===== src/rtl/updown_counter_mod_if.sv =====
// Control/status bundle for updown_counter_mod: the master drives count controls,
// the slave (the counter) returns count and event flags.
interface updown_counter_mod_if #(
   parameter int WIDTH = 16
);
   logic             enable;
   logic             mode;
   logic             load;
   logic [WIDTH-1:0] load_value;
   logic [WIDTH-1:0] step;
   logic             sat;
   logic [WIDTH-1:0] count;
   logic             carry;
   logic             borrow;
   logic             wrapped;
   logic             at_limit;

   modport master (
      output enable, mode, load, load_value, step, sat,
      input  count, carry, borrow, wrapped, at_limit
   );

   modport slave (
      input  enable, mode, load, load_value, step, sat,
      output count, carry, borrow, wrapped, at_limit
   );
endinterface


===== src/rtl/updown_counter_mod.sv =====
// Modulo up/down counter with step, load, carry/borrow pulses and sticky wrap flag.
// Define UDC_SATURATE_EN to let the sat input clamp at the range limits instead of wrapping.
module updown_counter_mod #(
   parameter int              WIDTH   = 16,
   parameter longint unsigned MODULUS = 64'd1 << WIDTH
) (
   input  logic                 clock,
   input  logic                 clear,
   updown_counter_mod_if.slave  bus
);
   localparam logic [WIDTH:0]   MOD_W = (WIDTH+1)'(MODULUS);
   localparam logic [WIDTH-1:0] MAX_V = WIDTH'(MODULUS - 64'd1);
   localparam logic [WIDTH:0]   MAX_X = {1'b0, MAX_V};

   logic [WIDTH-1:0] count_q, count_d;
   logic             carry_q, carry_d;
   logic             borrow_q, borrow_d;
   logic             wrapped_q, wrapped_d;
   logic [WIDTH-1:0] step_eff;
   logic [WIDTH:0]   sum;
   logic             sat_mode;

`ifdef UDC_SATURATE_EN
   assign sat_mode = bus.sat;
`else
   logic unused_sat;
   assign unused_sat = bus.sat;
   assign sat_mode   = 1'b0;
`endif

   // One extra bit keeps the overflow visible even when MODULUS == 2**WIDTH.
   assign step_eff = ({1'b0, bus.step} > MAX_X) ? MAX_V : bus.step;
   assign sum      = {1'b0, count_q} + {1'b0, step_eff};

   always_comb begin
      count_d   = count_q;
      carry_d   = 1'b0;
      borrow_d  = 1'b0;
      wrapped_d = wrapped_q;
      if (bus.load) begin
         count_d   = ({1'b0, bus.load_value} > MAX_X) ? MAX_V : bus.load_value;
         wrapped_d = 1'b0;
      end else if (bus.enable) begin
         if (bus.mode) begin
            if (sum > MAX_X) begin
               carry_d   = 1'b1;
               wrapped_d = 1'b1;
               count_d   = sat_mode ? MAX_V : WIDTH'(sum - MOD_W);
            end else begin
               count_d = sum[WIDTH-1:0];
            end
         end else begin
            if (count_q >= step_eff) begin
               count_d = count_q - step_eff;
            end else begin
               borrow_d  = 1'b1;
               wrapped_d = 1'b1;
               // Final value is below MODULUS, so modular WIDTH+1 arithmetic is exact.
               count_d   = sat_mode ? '0 : WIDTH'({1'b0, count_q} + MOD_W - {1'b0, step_eff});
            end
         end
      end
   end

   always_ff @(posedge clock) begin
      if (clear) begin
         count_q   <= '0;
         carry_q   <= 1'b0;
         borrow_q  <= 1'b0;
         wrapped_q <= 1'b0;
      end else begin
         count_q   <= count_d;
         carry_q   <= carry_d;
         borrow_q  <= borrow_d;
         wrapped_q <= wrapped_d;
      end
   end

   assign bus.count    = count_q;
   assign bus.carry    = carry_q;
   assign bus.borrow   = borrow_q;
   assign bus.wrapped  = wrapped_q;
   assign bus.at_limit = bus.mode ? (count_q == MAX_V) : (count_q == '0);
endmodule


===== src/flat_wrapper.sv =====
// flat-port wrapper written by rule: the top's interface ports become plain ports
module updown_counter_mod_flat 
#(
   parameter int              WIDTH   = 16,
   parameter longint unsigned MODULUS = 64'd1 << WIDTH
)
  (clock, clear, bus_enable, bus_mode, bus_load, bus_load_value, bus_step, bus_sat, bus_count, bus_carry, bus_borrow, bus_wrapped, bus_at_limit);
  updown_counter_mod_if #(.WIDTH(WIDTH)) bus_i ();
  input  logic clock;
  input  logic clear;
  input wire logic [$bits(bus_i.enable)-1:0] bus_enable;
  input wire logic [$bits(bus_i.mode)-1:0] bus_mode;
  input wire logic [$bits(bus_i.load)-1:0] bus_load;
  input wire logic [$bits(bus_i.load_value)-1:0] bus_load_value;
  input wire logic [$bits(bus_i.step)-1:0] bus_step;
  input wire logic [$bits(bus_i.sat)-1:0] bus_sat;
  output wire logic [$bits(bus_i.count)-1:0] bus_count;
  output wire logic [$bits(bus_i.carry)-1:0] bus_carry;
  output wire logic [$bits(bus_i.borrow)-1:0] bus_borrow;
  output wire logic [$bits(bus_i.wrapped)-1:0] bus_wrapped;
  output wire logic [$bits(bus_i.at_limit)-1:0] bus_at_limit;
  assign bus_i.enable = bus_enable;
  assign bus_i.mode = bus_mode;
  assign bus_i.load = bus_load;
  assign bus_i.load_value = bus_load_value;
  assign bus_i.step = bus_step;
  assign bus_i.sat = bus_sat;
  assign bus_count = bus_i.count;
  assign bus_carry = bus_i.carry;
  assign bus_borrow = bus_i.borrow;
  assign bus_wrapped = bus_i.wrapped;
  assign bus_at_limit = bus_i.at_limit;
  updown_counter_mod #(.WIDTH(WIDTH), .MODULUS(MODULUS)) u_core (.clock(clock), .clear(clear), .bus(bus_i));
endmodule

===== config.mk =====
export PLATFORM = sky130hd
export DESIGN_NAME = updown_counter_mod_flat
export DESIGN_NICKNAME = d
export VERILOG_FILES = /design/src/rtl/updown_counter_mod_if.sv /design/src/rtl/updown_counter_mod.sv /design/src/flat_wrapper.sv
export SDC_FILE = /design/constraint.sdc
export NUM_CORES = 1
export LEC_CHECK = 0
export CAP_MARGIN = 30
export CORE_MARGIN = 2
export CORE_UTILIZATION = 43
export CTS_BUF_LIST = sky130_fd_sc_hd__clkbuf_8
export CTS_CLUSTER_SIZE = 28
export DETAILED_ROUTE_END_ITERATION = 8
export PLACE_DENSITY = 0.69
export SLEW_MARGIN = 40
export SYNTH_ARGS = -nofsm -noshare
export SYNTH_HDL_FRONTEND = slang
export SYNTH_SLANG_ARGS = --single-unit
export TNS_END_PERCENT = 10

===== constraint.sdc =====
create_clock -name clock -period 2.6 [get_ports clock]
set_input_delay 0.52 -clock clock [delete_from_list [all_inputs] [get_ports clock]]
set_output_delay 0.52 -clock clock [all_outputs]
set_load 0.02 [all_outputs]

==> results.sh, run 1 <==
export IMPL_synth_edf_count=0
export IMPL_use_met2_pct=41.9
export IMPL_maxClockFrequency_mhz=389
export IMPL_overflow=0
export IMPL_power_density_nw_per_um2=392
export IMPL_gp_congestion=0.880
export IMPL_cts_tree="built"
export IMPL_power_leakage_nw=1.76
export IMPL_wirelength_mm=8.40
export IMPL_ys_seq_elements=19
export IMPL_grt_total_usage_pct=25.5
export IMPL_async_flop_share_pct=0
export IMPL_start_util_pct=44.0
export IMPL_syn_nets=416
export IMPL_grt_pass1_vias=2758
export IMPL_stdcell_count=532
export IMPL_final_max_slew_viol_count=0
export IMPL_drt_initial_drc_count=185
export IMPL_drv_cap=0
export IMPL_netlist_area_leader_share_pct=15.6
export IMPL_finalSetupViolCount=0
export IMPL_endpoint_kind="register"
export IMPL_crit_path_max_fanout=9
export IMPL_viasPerCell=5.57
export IMPL_portBuffers=56
export IMPL_core_area_um2=5850
export IMPL_syn_to_final_growth_pct=52.7
export IMPL_yosys_area_top_type="ha_1"
export IMPL_layout_setup_ws_ps=27.1
export IMPL_drtPass1Iterations=4
export IMPL_post_route_drc_count=0
export IMPL_cts_root_buf="clkbuf_8"
export IMPL_period_minus_slack_ps=2570
export IMPL_seq_area_frac_synth_pct=14.8
export IMPL_dieArea_um2=6620
export IMPL_rows=28
export IMPL_ys_top_cells_by_area="ha_1, dfxtp_1, a21oi_1, inv_1, xnor2_1"
export IMPL_grt_max_degree=33
export IMPL_antenna_cells=0
export IMPL_pin_count=58
export IMPL_grtUsageMet1_pct=36.6
export IMPL_syn_area_um2=2570
export IMPL_status="complete, no violations"
export IMPL_fin_skew_ps=2.90
export IMPL_dp_hpwl_mm=6.56
export IMPL_r2r_slack_ps=220
export IMPL_placed_cells=526
export IMPL_cts_num_sinks=19
export IMPL_detail_route_antenna_nets=0
export IMPL_path_class="in -> reg"
export IMPL_drive_gt1_share_pct=26.5
export IMPL_syn_avg_cell_area_um2=7.48
export IMPL_ys_flop_type="dfxtp_1"
export IMPL_drt_wirelength_per_cell_um=15.8
export IMPL_ctsLongestPathBuffers=2
export IMPL_grt_pass1_wl_mm=13.2
export IMPL_clock_latency_ps=260
export IMPL_min_period_over_period_pct=99.0
export IMPL_worstPathRequired_ps=2770
export IMPL_hold_class="reg -> reg"
export IMPL_dp_slack_ps=-419
export IMPL_cts_max_level=1
export IMPL_grt_busiest_layer="met2"
export IMPL_synth_warnings=0
export IMPL_hold_viol_final=0
export IMPL_holdWs_ps=486
export IMPL_die_height_um=81.4
export IMPL_rsz0062_at_grt="true"
export IMPL_ir_drop_uv=320
export IMPL_tns_ps=0
export IMPL_use_met3_pct=1.22
export IMPL_critPathLaunchType="input port"
export IMPL_dr_total_vias=2963
export IMPL_yosys_cell_types_count=60
export IMPL_ctsHoldBuffers=0
export IMPL_die_width_um=81.4
export IMPL_critPathArrivalTime_ps=2750
export IMPL_cts_buffers=3
export IMPL_clkTransAtPathRegs_ps=70
export IMPL_antenna_found_initial=0
export IMPL_maxSlewHeadroom_pct=71.6
export IMPL_nNetsFinal=530
export IMPL_syn_inst=344
export IMPL_worst_slew_pin_slew_ps=420
flip-flops by register name, summed over array words and instances (netlist names):
name and flops:
u_core.bus.count 16, u_core.bus.wrapped 1, u_core.bus.carry 1, u_core.bus.borrow 1
power breakdown:
part / switching [mW] / total (mW) / leakage (nW) / internal [mW]
registers: 0.0436 / 0.361 / 0.157 / 0.317
clock network: 0.100 / 0.205 / 0.0269 / 0.105
logic: 0.479 / 0.974 / 1.57 / 0.495
final timing paths:
check,from,end,cells after the start
worst max-delay path,bus_step[11],u_core.bus.count[14]$_SDFFE_PP0P_,11
worst min-delay path,u_core.bus.wrapped$_SDFFE_PP0P_,u_core.bus.wrapped$_SDFFE_PP0P_,1
worst max register to register,u_core.bus.count[0]$_SDFFE_PP0P_,u_core.bus.count[14]$_SDFFE_PP0P_,10
worst min register to register,u_core.bus.wrapped$_SDFFE_PP0P_,u_core.bus.wrapped$_SDFFE_PP0P_,1
layout by cell type (no fill, tap or decap), drive strengths merged, types with 4 or more instances in the layout:
master         synthesis  routed
nand2                 19      19
nand4                  6       6
o211ai                 6       6
o22ai                  7       7
nor2b                  6       6
o21ai                 19      19
buf                    9      74
a21oi                 35      35
nor3b                  5       5
inv                   37      38
o221ai                 4       4
nor3                   9       9
xor2                   4       4
clkdlybuf4s50          0      49
a211oi                 6       6
xnor2                 12      12
mux2i                  4       4
ha                    32      32
nand3                  8       8
dfxtp                 19      19
nand3b                 5       5
nor2                  26      26
and3                   4       4
nor4                   8       8
dlymetal6s2s           0       5
clkbuf                12       4
critical path: stages:
cell and delay [ps]:
clkdlybuf4s50_1 470, inv_1 40, ha_1 310, buf_6 150, o21ai_1 70, o21bai_1 80, a21o_1 200, a221oi_2 360
xor2_1 120, and3_1 180, a311oi_1 220
timing repair:
| action | in CTS | in global routing |
|---|---|---|
| gates resized for setup | 8 | 42 |
| pin swaps | 1 | 24 |
| gates cloned | 0 | 0 |
| setup buffers | 0 | 2 |
| endpoints found under the setup margin | 10 | 16 |
routing by layer:
metal,up-vias,share of wire [%]
met5,-,0
met3,12,6.4
met2,102,46
li1,1479,-
met4,0,1.4
met1,1370,46
cell usage after synthesis (2+ instances only):
| cell type | n |
|---|---|
| mux2i_1 | 4 |
| nor4_1 | 7 |
| nor2_1 | 26 |
| nor3_1 | 8 |
| nor2b_1 | 6 |
| o211ai_1 | 5 |
| dfxtp_1 | 19 |
| buf_6 | 4 |
| ha_1 | 32 |
| o21ai_0 | 14 |
| a221oi_1 | 2 |
| nand3b_1 | 5 |
| nand2_1 | 18 |
| buf_2 | 4 |
| xnor2_1 | 12 |
| a221o_1 | 3 |
| a21o_1 | 3 |
| xor2_1 | 4 |
| clkbuf_1 | 12 |
| fa_1 | 2 |
| inv_1 | 37 |
| o21ai_1 | 5 |
| a311o_1 | 3 |
| a41oi_1 | 2 |
| o221ai_1 | 4 |
| a31oi_1 | 3 |
| o22ai_1 | 7 |
| nand4_1 | 6 |
| nor3b_1 | 5 |
| o21bai_1 | 3 |
| a211o_1 | 2 |
| a211oi_1 | 4 |
| nand2b_1 | 2 |
| and3_1 | 4 |
| o31ai_1 | 2 |
| a21oi_1 | 34 |
| nand3_1 | 8 |
logic make-up after synthesis:
family / count (synthesis) / synth area share (%)
buffers and inverters: 59 / 10.1
AOI/OAI and AO/OA: 110 / 29.8
xor gates and xnor gates: 16 / 5.44
and+or+nand+nor: 102 / 21.2
muxes: 4 / 1.56
adders and majority gates: 34 / 17.1
DFF: 19 / 14.8
per-stage QoR:
step	total power, mW	utilization (%)	area (um^2)
6_report	1.54	67.2	3930
3_3_place_gp	1.23	62.4	3650
4_1_cts	1.46	63.9	3740
5_1_grt	1.64	67.2	3930
3_5_place_dp	1.24	62.4	3650
2_1_floorplan	0.856	-	2570
cell type report:
class                           count  area [um^2]
Sequential cell                    19          380
Inverter                           38          143
Clock buffer                        3         41.3
Tap cell                           75         93.8
Multi-Input combinational cell    266         2140
Clock inverter                      1         3.75
Fill cell                         470         1920
Timing Repair Buffer              130         1130
No activity file was read; power rests on OpenSTA's default activity.
==> inputs of run 2 (changes only) <==
--- a/config.mk
+++ b/config.mk
@@ -6,11 +6,10 @@
 export NUM_CORES = 1
 export LEC_CHECK = 0
 export CAP_MARGIN = 30
-export CORE_MARGIN = 2
 export CORE_UTILIZATION = 43
-export CTS_BUF_LIST = sky130_fd_sc_hd__clkbuf_8
 export CTS_CLUSTER_SIZE = 28
 export DETAILED_ROUTE_END_ITERATION = 8
+export MAX_ROUTING_LAYER = met4
 export PLACE_DENSITY = 0.69
 export SLEW_MARGIN = 40
 export SYNTH_ARGS = -nofsm -noshare
==> run 2 against run 1 <==
Net effect: count of clock-buffer cells in the layout increased by 1; routed wire length rose by 3.7%; combinational power rose by 5%; critical path depth fell by 5; total power up 3.0%; utilization up 4.3 points; die area decreased by 4.9%; critical path type is now in -> out; largest cell class unchanged.
==> results.sh, run 2 (synthesis results as in run 1) <==
export IMPL_rows=27
export IMPL_antenna_found_initial=0
export IMPL_layout_common_cells="buf_4, clkdlybuf4s50_1, inv_1"
export IMPL_hold_class="reg -> reg"
export IMPL_place_area_um2=3650
export IMPL_pin_count=58
export IMPL_drt_initial_drc_count=214
export IMPL_grt_pass1_vias=2792
export IMPL_start_util_pct=45.6
export IMPL_ctsLongestPathBuffers=2
export IMPL_critPathArrivalTime_ps=2050
export IMPL_fin_skew_ps=7.05
export IMPL_path_cells="clkdlybuf4s50_1 -> nand4_1 -> nor4_1 -> nand3_1 -> o31ai_1 -> clkdlybuf4s15_1"
export IMPL_drive_gt1_share_pct=29.3
export IMPL_layout_commonest_cell="buf_4"
export IMPL_final_max_slew_viol_count=0
export IMPL_critPathSlowestCell="clkdlybuf4s50_1"
export IMPL_clock_power_share_pct=13.2
export IMPL_portBuffers=56
export IMPL_sw_frac_of_total_pct=41.0
export IMPL_dr_total_vias=3042
export IMPL_wirelength_mm=8.71
export IMPL_antenna_cells=0
export IMPL_power_switching_mw=0.651
export IMPL_die_height_um=79.4
export IMPL_nNetsFinal=531
export IMPL_maxClockFrequency_mhz=390
export IMPL_drt_wirelength_per_cell_um=16.4
export IMPL_die_width_um=79.4
export IMPL_seqPwrFrac_pct=22.7
export IMPL_critPathLaunchType="input port"
export IMPL_status="complete, no violations"
export IMPL_largest_reg_flops=16
export IMPL_drv_cap=0
export IMPL_design_area_um2=4030
export IMPL_worstPathRequired_ps=2080
export IMPL_syn_to_final_growth_pct=56.7
export IMPL_dp_hpwl_mm=6.63
export IMPL_power_leakage_nw=1.80
export IMPL_tns_ps=0
export IMPL_cts_buffers=3
export IMPL_worst_slew_pin_slew_ps=485
export IMPL_n_fill_cell=439
export IMPL_cts_tree="built"
export IMPL_min_period_over_period_pct=98.7
export IMPL_post_route_util_pct=71.5
export IMPL_crit_path_max_fanout=4
export IMPL_cts_num_sinks=19
export IMPL_detail_route_antenna_nets=0
export IMPL_grt_pass1_wl_mm=13.2
export IMPL_power_density_nw_per_um2=393
export IMPL_endpoint_kind="output port"
export IMPL_power_frac_comb_pct=64.2
export IMPL_ir_drop_uv=267
export IMPL_hold_viol_final=0
export IMPL_period_minus_slack_ps=2570
export IMPL_viasPerCell=5.74
export IMPL_slowest_delay_ps=550
export IMPL_grt_total_usage_pct=27.1
export IMPL_path_class="in -> out"
export IMPL_finalSetupViolCount=0
export IMPL_cts_root_buf="clkbuf_8"
export IMPL_grt_max_degree=33
export IMPL_maxSlewHeadroom_pct=67.4
export IMPL_clkTransAtPathRegs_ps=70
export IMPL_overflow=0
export IMPL_dieArea_um2=6300
export IMPL_gp_congestion=0.919
export IMPL_cts_max_level=1
export IMPL_holdWs_ps=473
export IMPL_clock_latency_ps=260
export IMPL_core_area_um2=5640
export IMPL_drtPass1Iterations=5
export IMPL_internal_power_mw=0.936
export IMPL_post_route_drc_count=0
export IMPL_power_mw=1.59
-- run 2: path summary, 6_finish.rpt --
path                                                    endpoint                              from  slack [ps]  cells past startpoint
worst max-delay path                                bus_at_limit                          bus_mode          30                      6
worst min-delay path             u_core.bus.wrapped$_SDFFE_PP0P_   u_core.bus.wrapped$_SDFFE_PP0P_         470                      1
worst max register to register  u_core.bus.count[9]$_SDFFE_PP0P_  u_core.bus.count[6]$_SDFFE_PP0P_         200                     10
worst min register to register   u_core.bus.wrapped$_SDFFE_PP0P_   u_core.bus.wrapped$_SDFFE_PP0P_         470                      1
-- run 2: metrics by stage --
| stage | instances | setup WS [ps] |
|---|---|---|
| floorplan | 344 | 251 |
| global placement | 524 | -338 |
| CTS | 528 | -88.7 |
| detailed placement | 524 | -401 |
| global route | 530 | -26.0 |
| finish | 530 | 33.3 |
-- run 2: final cells by class --
type                            count  area (um^2)  share of cell area (%)
Clock buffer                        4         45.0                    1.12
Inverter                           38          143                    3.54
Multi-Input combinational cell    266         2220                    55.1
Sequential cell                    19          380                    9.43
Tap cell                           72         90.1                    2.23
Timing Repair Buffer              131         1150                    28.5
-- run 2: worst max-delay path, delay by kind of cell --
kind | cells | cell delay (ps)
buf+inv | 2 | 910
simple gates | 3 | 530
compound gates | 1 | 90
-- run 2: per-layer routing --
metal / up-vias / track usage [%] / share of wire, %
met4: 0 / 7.09 / 1.9
met5: - / - / 0
met1: 1411 / 37.1 / 43
met2: 132 / 43.7 / 48
li1: 1484 / - / -
met3: 15 / 1.26 / 6.9
-- run 2: power groups by stage --
| stage | Clock, mW | Combinational [mW] | Sequential [mW] |
|---|---|---|---|
| global route | 0.225 | 1.09 | 0.363 |
| CTS | 0.208 | 0.907 | 0.354 |
| global placement | 0 | 0.868 | 0.359 |
| floorplan | 0 | 0.469 | 0.387 |
| finish | 0.209 | 1.02 | 0.360 |
| detailed placement | 0 | 0.885 | 0.359 |
-- run 2: timing repair --
item	4_1_cts	5_1_grt
pin swaps	2	32
cloned	0	0
endpoints found under the setup margin	10	13
resized for setup	13	56
hold buffers	0	0
buffers inserted	0	2
==> inputs of run 3 (changes only) <==
==> constraint.sdc (replaced) <==
create_clock -name clock -period 3.3 [get_ports clock]
set_input_delay 0.66 -clock clock [delete_from_list [all_inputs] [get_ports clock]]
set_output_delay 0.66 -clock clock [all_outputs]
set_load 0.02 [all_outputs]
==> run 3 against run 2 <==
Net effect: sequential power down 20%; utilization down 14 points; register-to-register slack better by 430 ps; die area unchanged; routed wire length down 18%; sequential share of layout area up 2.2 points.
==> results.sh, run 3 (synthesis results as in run 1) <==
export IMPL_status="complete, no violations"
export IMPL_maxSlewHeadroom_pct=67.6
export IMPL_min_delay_worst_endpoint="u_core.bus.wrapped$_SDFFE_PP0P_"
export IMPL_path_cells="clkdlybuf4s50_1 -> nand4_1 -> nor4_1 -> nand3_1 -> o31ai_1 -> clkdlybuf4s50_1"
export IMPL_r2r_slack_ps=630
export IMPL_multi_input_comb_area_um2=1930
export IMPL_n_fill_cell=526
export IMPL_ctsLongestPathBuffers=2
export IMPL_detail_route_antenna_nets=0
export IMPL_clock_power_share_pct=16.0
export IMPL_post_cts_setup_buffers=0
export IMPL_worstPathRequired_ps=2640
export IMPL_power_leakage_nw=1.39
export IMPL_crit_path_max_fanout=4
export IMPL_nNetsFinal=470
export IMPL_dp_hpwl_mm=5.78
export IMPL_power_mw=1.03
export IMPL_antenna_found_initial=0
export IMPL_final_max_slew_viol_count=0
export IMPL_post_route_util_pct=57.8
export IMPL_worst_slew_pin_slew_ps=485
export IMPL_placed_cells=465
export IMPL_layout_commonest_cell="clkdlybuf4s50_1"
export IMPL_dieArea_um2=6300
export IMPL_syn_to_final_growth_pct=26.6
export IMPL_power_density_nw_per_um2=315
export IMPL_clkTransAtPathRegs_ps=70
export IMPL_largest_reg_flops=16
export IMPL_die_height_um=79.4
export IMPL_hold_viol_final=0
export IMPL_seq_area_um2=380
export IMPL_cts_tree="built"
export IMPL_post_route_drc_count=0
export IMPL_r2r_start="u_core.bus.count[0]$_SDFFE_PP0P_"
export IMPL_rsz0062_at_grt="false"
export IMPL_internal_power_mw=0.599
export IMPL_drv_cap=0
export IMPL_seqPwrFrac_pct=28.0
export IMPL_stdcell_count=469
export IMPL_maxClockFrequency_mhz=319
export IMPL_die_width_um=79.4
export IMPL_critPathArrivalTime_ps=2470
export IMPL_worstHoldStart="u_core.bus.wrapped$_SDFFE_PP0P_"
export IMPL_antenna_cells=0
export IMPL_wirelength_mm=7.18
export IMPL_cts_max_level=1
export IMPL_ir_drop_uv=210
export IMPL_power_switching_mw=0.428
export IMPL_power_frac_comb_pct=56.0
export IMPL_ctsHoldBuffers=0
export IMPL_dr_total_vias=2675
export IMPL_grt_pass1_wl_mm=11.6
export IMPL_crit_top_cell="clkdlybuf4s50_1"
export IMPL_period_minus_slack_ps=3130
export IMPL_cts_root_buf="clkbuf_8"
export IMPL_grt_max_degree=33
export IMPL_reg2reg_depth=10
export IMPL_rows=27
export IMPL_sw_frac_of_total_pct=41.7
export IMPL_viasPerCell=5.70
export IMPL_finalSetupViolCount=0
export IMPL_critPathLaunchType="input port"
export IMPL_drtPass1Iterations=4
export IMPL_cts_buffers=3
export IMPL_portBuffers=56
export IMPL_gp_congestion=0.841
export IMPL_start_util_pct=45.6
export IMPL_cts_resized_gates=0
export IMPL_min_path_cells=1
export IMPL_grt_total_usage_pct=24.0
export IMPL_slowest_delay_ps=650
export IMPL_core_area_um2=5640
export IMPL_clock_latency_ps=260
export IMPL_drt_initial_drc_count=145
export IMPL_cts_num_sinks=19
export IMPL_min_period_over_period_pct=95.0
export IMPL_fin_skew_ps=6.36
export IMPL_drive_gt1_share_pct=8.06
export IMPL_grt_pass1_vias=2387
export IMPL_layout_common_cells="clkdlybuf4s50_1, inv_1, a21oi_1"
export IMPL_tns_ps=0
export IMPL_path_class="in -> out"
export IMPL_r2r_end="u_core.bus.wrapped$_SDFFE_PP0P_"
export IMPL_hold_class="reg -> reg"
export IMPL_overflow=0
export IMPL_critPathSlowestCell="clkdlybuf4s50_1"
export IMPL_pin_count=58
export IMPL_drt_wirelength_per_cell_um=15.3
export IMPL_endpoint_kind="output port"
## run 3: how the worst max path moves through the flow
stage / start / endpoint / slack (ps)
after floorplan: bus_mode / bus_at_limit / 760
after global placement: bus_step[0] / u_core.bus.count[10]$_SDFFE_PP0P_ / 150
after detailed placement: bus_step[0] / u_core.bus.wrapped$_SDFFE_PP0P_ / 110
after CTS: bus_mode / bus_at_limit / 170
after global routing: bus_mode / bus_at_limit / 70
final: bus_mode / bus_at_limit / 170
## run 3: layout make-up
class	count	area share, %
clock buffers	3	1.27
flip-flops and latches	19	11.7
well taps	72	2.76
clock inverters	1	0.154
multi-input cells	266	59.3
repair buffers	70	20.4
inverters	38	4.38
## run 3: metal layers
metal  global-route usage [%]  share of wire (%)  vias up
met2                     37.9                 46       97
met3                     1.72                7.6        6
met1                     33.4                 46     1214
li1                         -                  -     1358
met5                        -                  0        -
met4                     5.09               0.61        0
## run 3: power by group through the flow
stage,registers [mW],logic (mW),clock network (mW)
5_1_grt,0.292,0.630,0.176
3_5_place_dp,0.293,0.570,0
6_report,0.288,0.575,0.164
3_3_place_gp,0.292,0.564,0
4_1_cts,0.288,0.573,0.167
2_1_floorplan,0.305,0.370,0
## run 3: metrics by stage
step / area [um^2] / setup slack, ps / hold slack (ps)
floorplan: 2570 / 760 / 594
CTS: 3260 / 165 / 482
detailed placement: 3210 / 107 / 466
finish: 3260 / 165 / 480
global placement: 3210 / 151 / 449
global route: 3260 / 72.4 / 507
## run 3: critical path, delay by kind of cell
family,cells,cell delay [ps]
buffers and inverters,2,1200
AOI/OAI and AO/OA,1,90
and+or+nand+nor,3,520
